File: config.mk
export PLATFORM = sky130hd
export DESIGN_NAME = vend_change_ctrl
export DESIGN_NICKNAME = d
export VERILOG_FILES = /design/src/rtl/vend_change_ctrl.sv
export SDC_FILE = /design/constraint.sdc
export NUM_CORES = 1
export LEC_CHECK = 0
export ABC_AREA = 1
export CAP_MARGIN = 30
export CORE_UTILIZATION = 48
export CTS_BUF_LIST = sky130_fd_sc_hd__clkbuf_8
export DETAILED_ROUTE_END_ITERATION = 16
export GPL_ROUTABILITY_DRIVEN = 1
export HOLD_SLACK_MARGIN = 0.06
export PLACE_DENSITY = 0.84
export SYNTH_ARGS = -nofsm -noshare
export SYNTH_HDL_FRONTEND = slang
export SYNTH_SLANG_ARGS = --single-unit
File: constraint.sdc
create_clock -name clk -period 2.9 [get_ports clk]
set_input_delay 0.87 -clock clk [delete_from_list [all_inputs] [get_ports clk]]
set_output_delay 0.87 -clock clk [all_outputs]
set_load 0.1 [all_outputs]
File: src/rtl/vend_change_ctrl.sv
// vend_change_ctrl -- coin-operated vending controller with change return.
//
// Collects coins (1/2/5/10) until the credit covers the latched price,
// requests a vend, then pays any remaining credit back through the change
// hopper using the largest denomination that fits.  A cancel while
// collecting refunds the whole credit through the same change path.
//
// Ports
//   clk          system clock, rising edge
//   reset_n      synchronous active-low reset
//   one/two/five/ten  one-cycle coin-accept pulses
//   cancel       refund request (level-sampled, COLLECT only)
//   price[4:0]   item price, sampled while IDLE
//   vend_ack     dispenser released the item (honoured in VEND only)
//   hopper_rdy   change hopper accepts a coin command this cycle
//   credit[5:0]  current credit register
//   busy         high in COLLECT, VEND, CHANGE
//   vend_req     dispense request, held through VEND
//   vended       one-cycle pulse the cycle after vend_ack is taken
//   ret_valid    one-cycle coin-return command
//   ret_coin[1:0] return denomination: 00=1, 01=2, 10=5, 11=10
//   coin_reject  one-cycle pulse, a coin was seen but not credited
//   dbg_state[1:0] FSM state: 0=IDLE 1=COLLECT 2=VEND 3=CHANGE
//
// Change handshake: a coin is handed to the hopper in any cycle where
// ret_valid is high.  ret_valid is only raised when hopper_rdy is high,
// so every ret_valid cycle is a completed transfer and the credit is
// reduced by that coin on the same clock edge.
module vend_change_ctrl (
    input  logic       clk,
    input  logic       reset_n,
    input  logic       one,
    input  logic       two,
    input  logic       five,
    input  logic       ten,
    input  logic       cancel,
    input  logic [4:0] price,
    input  logic       vend_ack,
    input  logic       hopper_rdy,
    output logic [5:0] credit,
    output logic       busy,
    output logic       vend_req,
    output logic       vended,
    output logic       ret_valid,
    output logic [1:0] ret_coin,
    output logic       coin_reject,
    output logic [1:0] dbg_state
);

    typedef enum logic [1:0] {
        IDLE    = 2'd0,
        COLLECT = 2'd1,
        VEND    = 2'd2,
        CHANGE  = 2'd3
    } state_t;

    state_t     state, state_next;
    logic [5:0] credit_next;
    logic [4:0] price_q, price_next;
    logic       vended_next, reject_next;

    // Coin decode: only the highest asserted coin counts; coin_extra flags
    // any lower coin arriving in the same cycle.
    logic       coin_any, coin_extra;
    logic [5:0] coin_val;
    // Largest return denomination not exceeding the current credit.
    logic [1:0] chg_code;
    logic [5:0] chg_amt;

    always_comb begin
        coin_any   = ten | five | two | one;
        coin_extra = (ten & (five | two | one)) | (five & (two | one)) | (two & one);
        if (ten)       coin_val = 6'd10;
        else if (five) coin_val = 6'd5;
        else if (two)  coin_val = 6'd2;
        else if (one)  coin_val = 6'd1;
        else           coin_val = 6'd0;
    end

    always_comb begin
        if (credit >= 6'd10)     begin chg_code = 2'b11; chg_amt = 6'd10; end
        else if (credit >= 6'd5) begin chg_code = 2'b10; chg_amt = 6'd5;  end
        else if (credit >= 6'd2) begin chg_code = 2'b01; chg_amt = 6'd2;  end
        else                     begin chg_code = 2'b00; chg_amt = 6'd1;  end
    end

    // State and datapath registers.
    always_ff @(posedge clk) begin
        if (!reset_n) begin
            state       <= IDLE;
            credit      <= 6'd0;
            price_q     <= 5'd0;
            vended      <= 1'b0;
            coin_reject <= 1'b0;
        end else begin
            state       <= state_next;
            credit      <= credit_next;
            price_q     <= price_next;
            vended      <= vended_next;
            coin_reject <= reject_next;
        end
    end

    // Next-state and datapath update.
    always_comb begin
        state_next  = state;
        credit_next = credit;
        price_next  = price_q;
        vended_next = 1'b0;
        reject_next = 1'b0;
        case (state)
            IDLE: begin
                price_next = price;
                if (coin_any) begin
                    if (price == 5'd0) begin
                        reject_next = 1'b1;
                    end else begin
                        credit_next = coin_val;
                        reject_next = coin_extra;
                        state_next  = COLLECT;
                    end
                end
            end
            COLLECT: begin
                // Price check uses the registered credit, so a coin in the
                // same cycle as a covered price is not credited.
                if (credit >= {1'b0, price_q}) begin
                    credit_next = credit - {1'b0, price_q};
                    reject_next = coin_any;
                    state_next  = VEND;
                end else if (cancel) begin
                    reject_next = coin_any;
                    state_next  = CHANGE;
                end else if (coin_any) begin
                    credit_next = credit + coin_val;
                    reject_next = coin_extra;
                end
            end
            VEND: begin
                reject_next = coin_any;
                if (vend_ack) begin
                    vended_next = 1'b1;
                    state_next  = (credit != 6'd0) ? CHANGE : IDLE;
                end
            end
            CHANGE: begin
                reject_next = coin_any;
                if (credit == 6'd0)
                    state_next = IDLE;
                else if (hopper_rdy)
                    credit_next = credit - chg_amt;
            end
            default: state_next = IDLE;
        endcase
    end

    // Outputs derived from state (and hopper_rdy for the change command).
    always_comb begin
        busy      = (state != IDLE);
        vend_req  = (state == VEND);
        ret_valid = (state == CHANGE) && hopper_rdy && (credit != 6'd0);
        ret_coin  = ret_valid ? chg_code : 2'b00;
        dbg_state = state;
    end

endmodule

# After elaboration in Yosys (flattened, before gate mapping)

Cells that the tools add are included.

Register bits: 15
Bits in latches: 0
Memory bits (writable): 0
Bits in read-only memories: 0
Input bits: 14
Output and inout bits: 15
Logic and storage cells: 81
Memories kept: 0

Add/sub/neg operators: 3
$mul: 0
Divide/modulo/power cells: 0
Magnitude comparators: 4
Eq/ne operators: 12
Shift operators: 0
Muxes and demuxes: 34
Bitwise operators: 11
Reductions and logical operators: 12

Operators by type and width:

| operator                                                           | count |
|---|---|
| two-way mux 6 bit                                                  | 7 |
| two-way mux 2 bit                                                  | 12 |
| case mux 6 bit (3 select lines)                                    | 1 |
| != test 2 bit (second input constant)                              | 6 |
| != test 3 bit (second input constant)                              | 3 |
| two-way mux 1 bit                                                  | 8 |
| two-way mux 4 bit                                                  | 2 |
| bitwise OR 1 bit                                                   | 8 |
| case mux 2 bit (4 select lines)                                    | 1 |
| AND reduction 7 bit                                                | 1 |
| adder 6 bit                                                        | 1 |
| greater-or-equal comparator 6 x 2 -> 1 bit (second input constant) | 1 |
| greater-or-equal comparator 6 x 3 -> 1 bit (second input constant) | 1 |
| greater-or-equal comparator 6 x 4 -> 1 bit (second input constant) | 1 |
| greater-or-equal comparator 6 x 5 -> 1 bit                         | 1 |
| zero test 6 bit                                                    | 1 |
| two-way mux 3 bit                                                  | 2 |
| nonzero test 6 bit                                                 | 1 |
| subtractor 6 x 5 -> 6 bit                                          | 1 |
| subtractor 6 bit                                                   | 1 |
| zero test 5 bit                                                    | 1 |
| AND reduction 5 bit                                                | 1 |
| equality test 2 bit (second input constant)                        | 2 |
| AND 1 bit                                                          | 3 |
| other kinds (8)                                                    | 9 |

# Logic depth before layout (Yosys ltp)

Depth in word-level cells: 9
Depth in mapped cells: 21
Depth with buffers taken out: 20

# Worst setup path before layout

OpenSTA, ideal clock, no wires.

Path kind: reg-to-output
From: register credit[4]
To: output ret_coin[0]
Arrival: 2.998 ns
Data required time: 2.030 ns
Slack: -0.968 ns
Stages on the path, launching flop included: 10
Buffers on the path: 1
Cell sequence: dfxtp_1 -> buf_6 -> nor2_1 -> inv_1 -> nor3_1 -> inv_1 -> nand2_1 -> nand2_1 -> nand2_2 -> nor2_1

Longest elaborated chain between the ends: 5
Elaborated cells between the ends (all ways): 9
Those cells by class: order compare: 3; mux: 4; reduce/logical: 2

RTL lines:

| what                                       | line | source |
|---|---|---|
| start, declared                            | 40   | `output logic [5:0] credit,` |
| start signal, assigned                     | 97   | `credit <= credit_next;` |
| greater-or-equal comparator 6 x 2 -> 1 bit | 83   | `else if (credit >= 6'd2) begin chg_code = 2'b01; chg_amt = 6'd2; end` |
| two-way mux 1 bit                          | 83   |  |
| two-way mux 2 bit                          | 82   | `else if (credit >= 6'd5) begin chg_code = 2'b10; chg_amt = 6'd5; end` |
| two-way mux 2 bit                          | 81   | `if (credit >= 6'd10) begin chg_code = 2'b11; chg_amt = 6'd10; end` |
| two-way mux 2 bit *                        | 162  | `ret_coin = ret_valid ? chg_code : 2'b00;` |
| end, declared                              | 45   | `output logic [1:0] ret_coin,` |

Every way passes the cells marked *; elsewhere a longest branch is shown, timed or not.

# Worst setup path in the final report

From: input hopper_rdy
To: output ret_coin[0]

Longest elaborated chain between the ends: 3

RTL lines:

| what                           | line | source |
|---|---|---|
| start, declared                | 39   | `input logic hopper_rdy,` |
| logical AND 1 bit (2 in a row) | 161  | `ret_valid = (state == CHANGE) && hopper_rdy && (credit != 6'd0);` |
| two-way mux 2 bit              | 162  |  |

No other way between the ends.

==> results.sh <==
export IMPL_vias=1839
export IMPL_synthArstFlopShare_pct=0
export IMPL_rows=21
export IMPL_fin_worst_skew_ns=0.00511
export IMPL_clock_latency_ns=0.26
export IMPL_area_growth_pct=27.2
export IMPL_syn_nets=315
export IMPL_crit_path_max_fanout=3
export IMPL_synth_area_leaders="nand2_1, dfxtp_1, inv_1"
export IMPL_layout_drive_gt1_share_pct=17.1
export IMPL_grt_ovfl_total=0
export IMPL_coreArea_sq_um=3340
export IMPL_grt_usage_pct=24.2
export IMPL_path_cells="clkdlybuf4s50_1 > nand2_1 > inv_1 > nand2_1 > nor2_4 > buf_12"
export IMPL_crit_slowest_cell="clkdlybuf4s50_1"
export IMPL_grt_pass1_wl_mm=6.69
export IMPL_min_period_ns=2.79
export IMPL_numPlacedInstances=364
export IMPL_hold_violations=0
export IMPL_syn_area_per_cell_sq_um=5.87
export IMPL_cts_tree="yes"
export IMPL_antenna_found_initial=0
export IMPL_tns_ns=0
export IMPL_grt_pass1_vias=1565
export IMPL_worst_path_buf_inv=3
export IMPL_place_congestion=0.979
export IMPL_wirelength_mm=4.18
export IMPL_die_w_um=61.1
export IMPL_yosysTopAreaCell="nand2_1"
export IMPL_drc=0
export IMPL_drt_iter0_drc=140
export IMPL_dieArea_sq_um=3730
export IMPL_start_util_pct=50.2
export IMPL_worst_setup_path_type="in -> out"
export IMPL_crit_arrival_ns=1.92
export IMPL_outcome="completed"
export IMPL_synth_seq_area_share_pct=17.9
export IMPL_fin_crit_sh_pct=96.2
export IMPL_ant_nets=0
export IMPL_yosysTopAreaCellShare_pct=18.4
export IMPL_ys_flop_type="dfxtp_1"
export IMPL_maxCapViolations=0
export IMPL_ys_ff_latch=15
export IMPL_io_buffers=28
export IMPL_antennaDiodeCount=0
export IMPL_relSlewSlack_pct=63.6
export IMPL_tightest_slew_ns=0.544
export IMPL_cp_start_kind="input pin"
export IMPL_grt_max_degree=16
export IMPL_layout_common_cells="nand2_1, inv_1, nor2_1, nand3_1, buf_4"
export IMPL_critPathMaxStageDelay_ns=0.45
export IMPL_wl_per_cell_um=11.4
export IMPL_crit_family="buffers and inverters"
export IMPL_finalSetupViolations=0
export IMPL_max_freq_ghz=0.358
export IMPL_critical_path_required_ns=2.03
export IMPL_cts_buffers=3
export IMPL_layout_commonest_cell="nand2_1"
export IMPL_stdcell_count=368
export IMPL_die_y_um=61.1
export IMPL_drtPass1Iterations=6
export IMPL_root_buffer="clkbuf_8"
export IMPL_cts_buffer_depth=2
export IMPL_viasPerCell=5.00
export IMPL_yosys_warnings=0
export IMPL_crit_top_cell="nand2_1"
export IMPL_hold_path_class="reg -> reg"
export IMPL_clkTransAtPathRegs_ns=0.07
export IMPL_place_hpwl_mm=3.38
export IMPL_netlist_area_sq_um=1670
export IMPL_synth_edff_count=0
export IMPL_synthDistinctLibCells=26
export IMPL_htree_num_levels=1
export IMPL_finalNetCount=353
export IMPL_slew_violations=0
export IMPL_end_kind="output port"
export IMPL_cts_sinks=15
export IMPL_synth_cells=285
export IMPL_io_pins=29
-- cell usage after synthesis, types with 4 or more instances --
library cell,n
a21oi_1,13
inv_1,48
ha_1,13
nand2_1,82
nand3_1,21
o21ai_1,4
nor2_1,44
o21ai_0,8
inv_2,4
nand3b_1,5
dfxtp_1,15
-- state kept, by name, indices dropped and copies added, names as in the netlist --
name and count:
coin_reject 1, price_q 5, credit 6, vended 1, dbg_state 2
-- cell type report --
cell class	instances	area [sq um]
flip-flops and latches	15	309
well taps	46	57.6
fillers	330	1210
inverters	52	195
repair buffers	35	333
clock inverters	1	7.51
clock buffers	3	41.3
multi-input cells	216	1190
-- worst reg2reg max path: cells and delay by family (launching register included) --
kind	cells	cell delay (ns)
adders and majority gates	2	0.65
and+or+nand+nor	9	0.76
DFF	1	0.39
buffers and inverters	4	0.30
AOI/OAI and AO/OA	3	0.45
-- stage by stage --
| stage | hold slack, ns | util, % | worst slack [ns] | area (sq um) |
|---|---|---|---|---|
| detailed placement | 0.463 | 62.1 | -0.0479 | 2070 |
| global route | 0.499 | 63.8 | -0.00572 | 2130 |
| finish | 0.469 | 63.8 | 0.110 | 2130 |
| global placement | 0.454 | 62.1 | 0.0185 | 2070 |
| CTS | 0.473 | 63.6 | 0.101 | 2120 |
| floorplan | 0.433 | - | 0.0770 | 1700 |
-- cell families after synthesis --
logic type	synth area share [%]
compound gates	8.52
buf+inv	12.6
xor+xnor	0.523
fa+ha+maj	13.3
simple gates	47.2
flops	17.9
-- what timing repair did --
item | 4_1_cts | 5_1_grt
resized for setup | 0 | 1
hold buffers | 0 | 0
buffers inserted | 0 | 0
endpoints found under the setup margin | 0 | 1
-- routing by layer --
layer,up-vias,GRT usage [%],part of all wire (%)
met5,-,0,0
met2,58,42.2,47
met1,810,31.5,46
met3,4,4.62,5.7
met4,0,4.22,0.72
li1,967,-,-
-- worst paths after layout --
check | from | to | slack [ns] | cells past startpoint
setup / recovery | hopper_rdy | ret_coin[0] | 0.11 | 6
hold / removal | price_q[2]$_SDFFE_PN0P_ | price_q[2]$_SDFFE_PN0P_ | 0.47 | 2
setup reg to reg | credit[4]$_SDFFE_PN0P_ | credit[4]$_SDFFE_PN0P_ | 0.24 | 18
hold reg to reg | price_q[2]$_SDFFE_PN0P_ | price_q[2]$_SDFFE_PN0P_ | 0.47 | 2
Power is not shown: default switching activity piles up to over one toggle a cycle in this logic, so the estimate is an artifact.
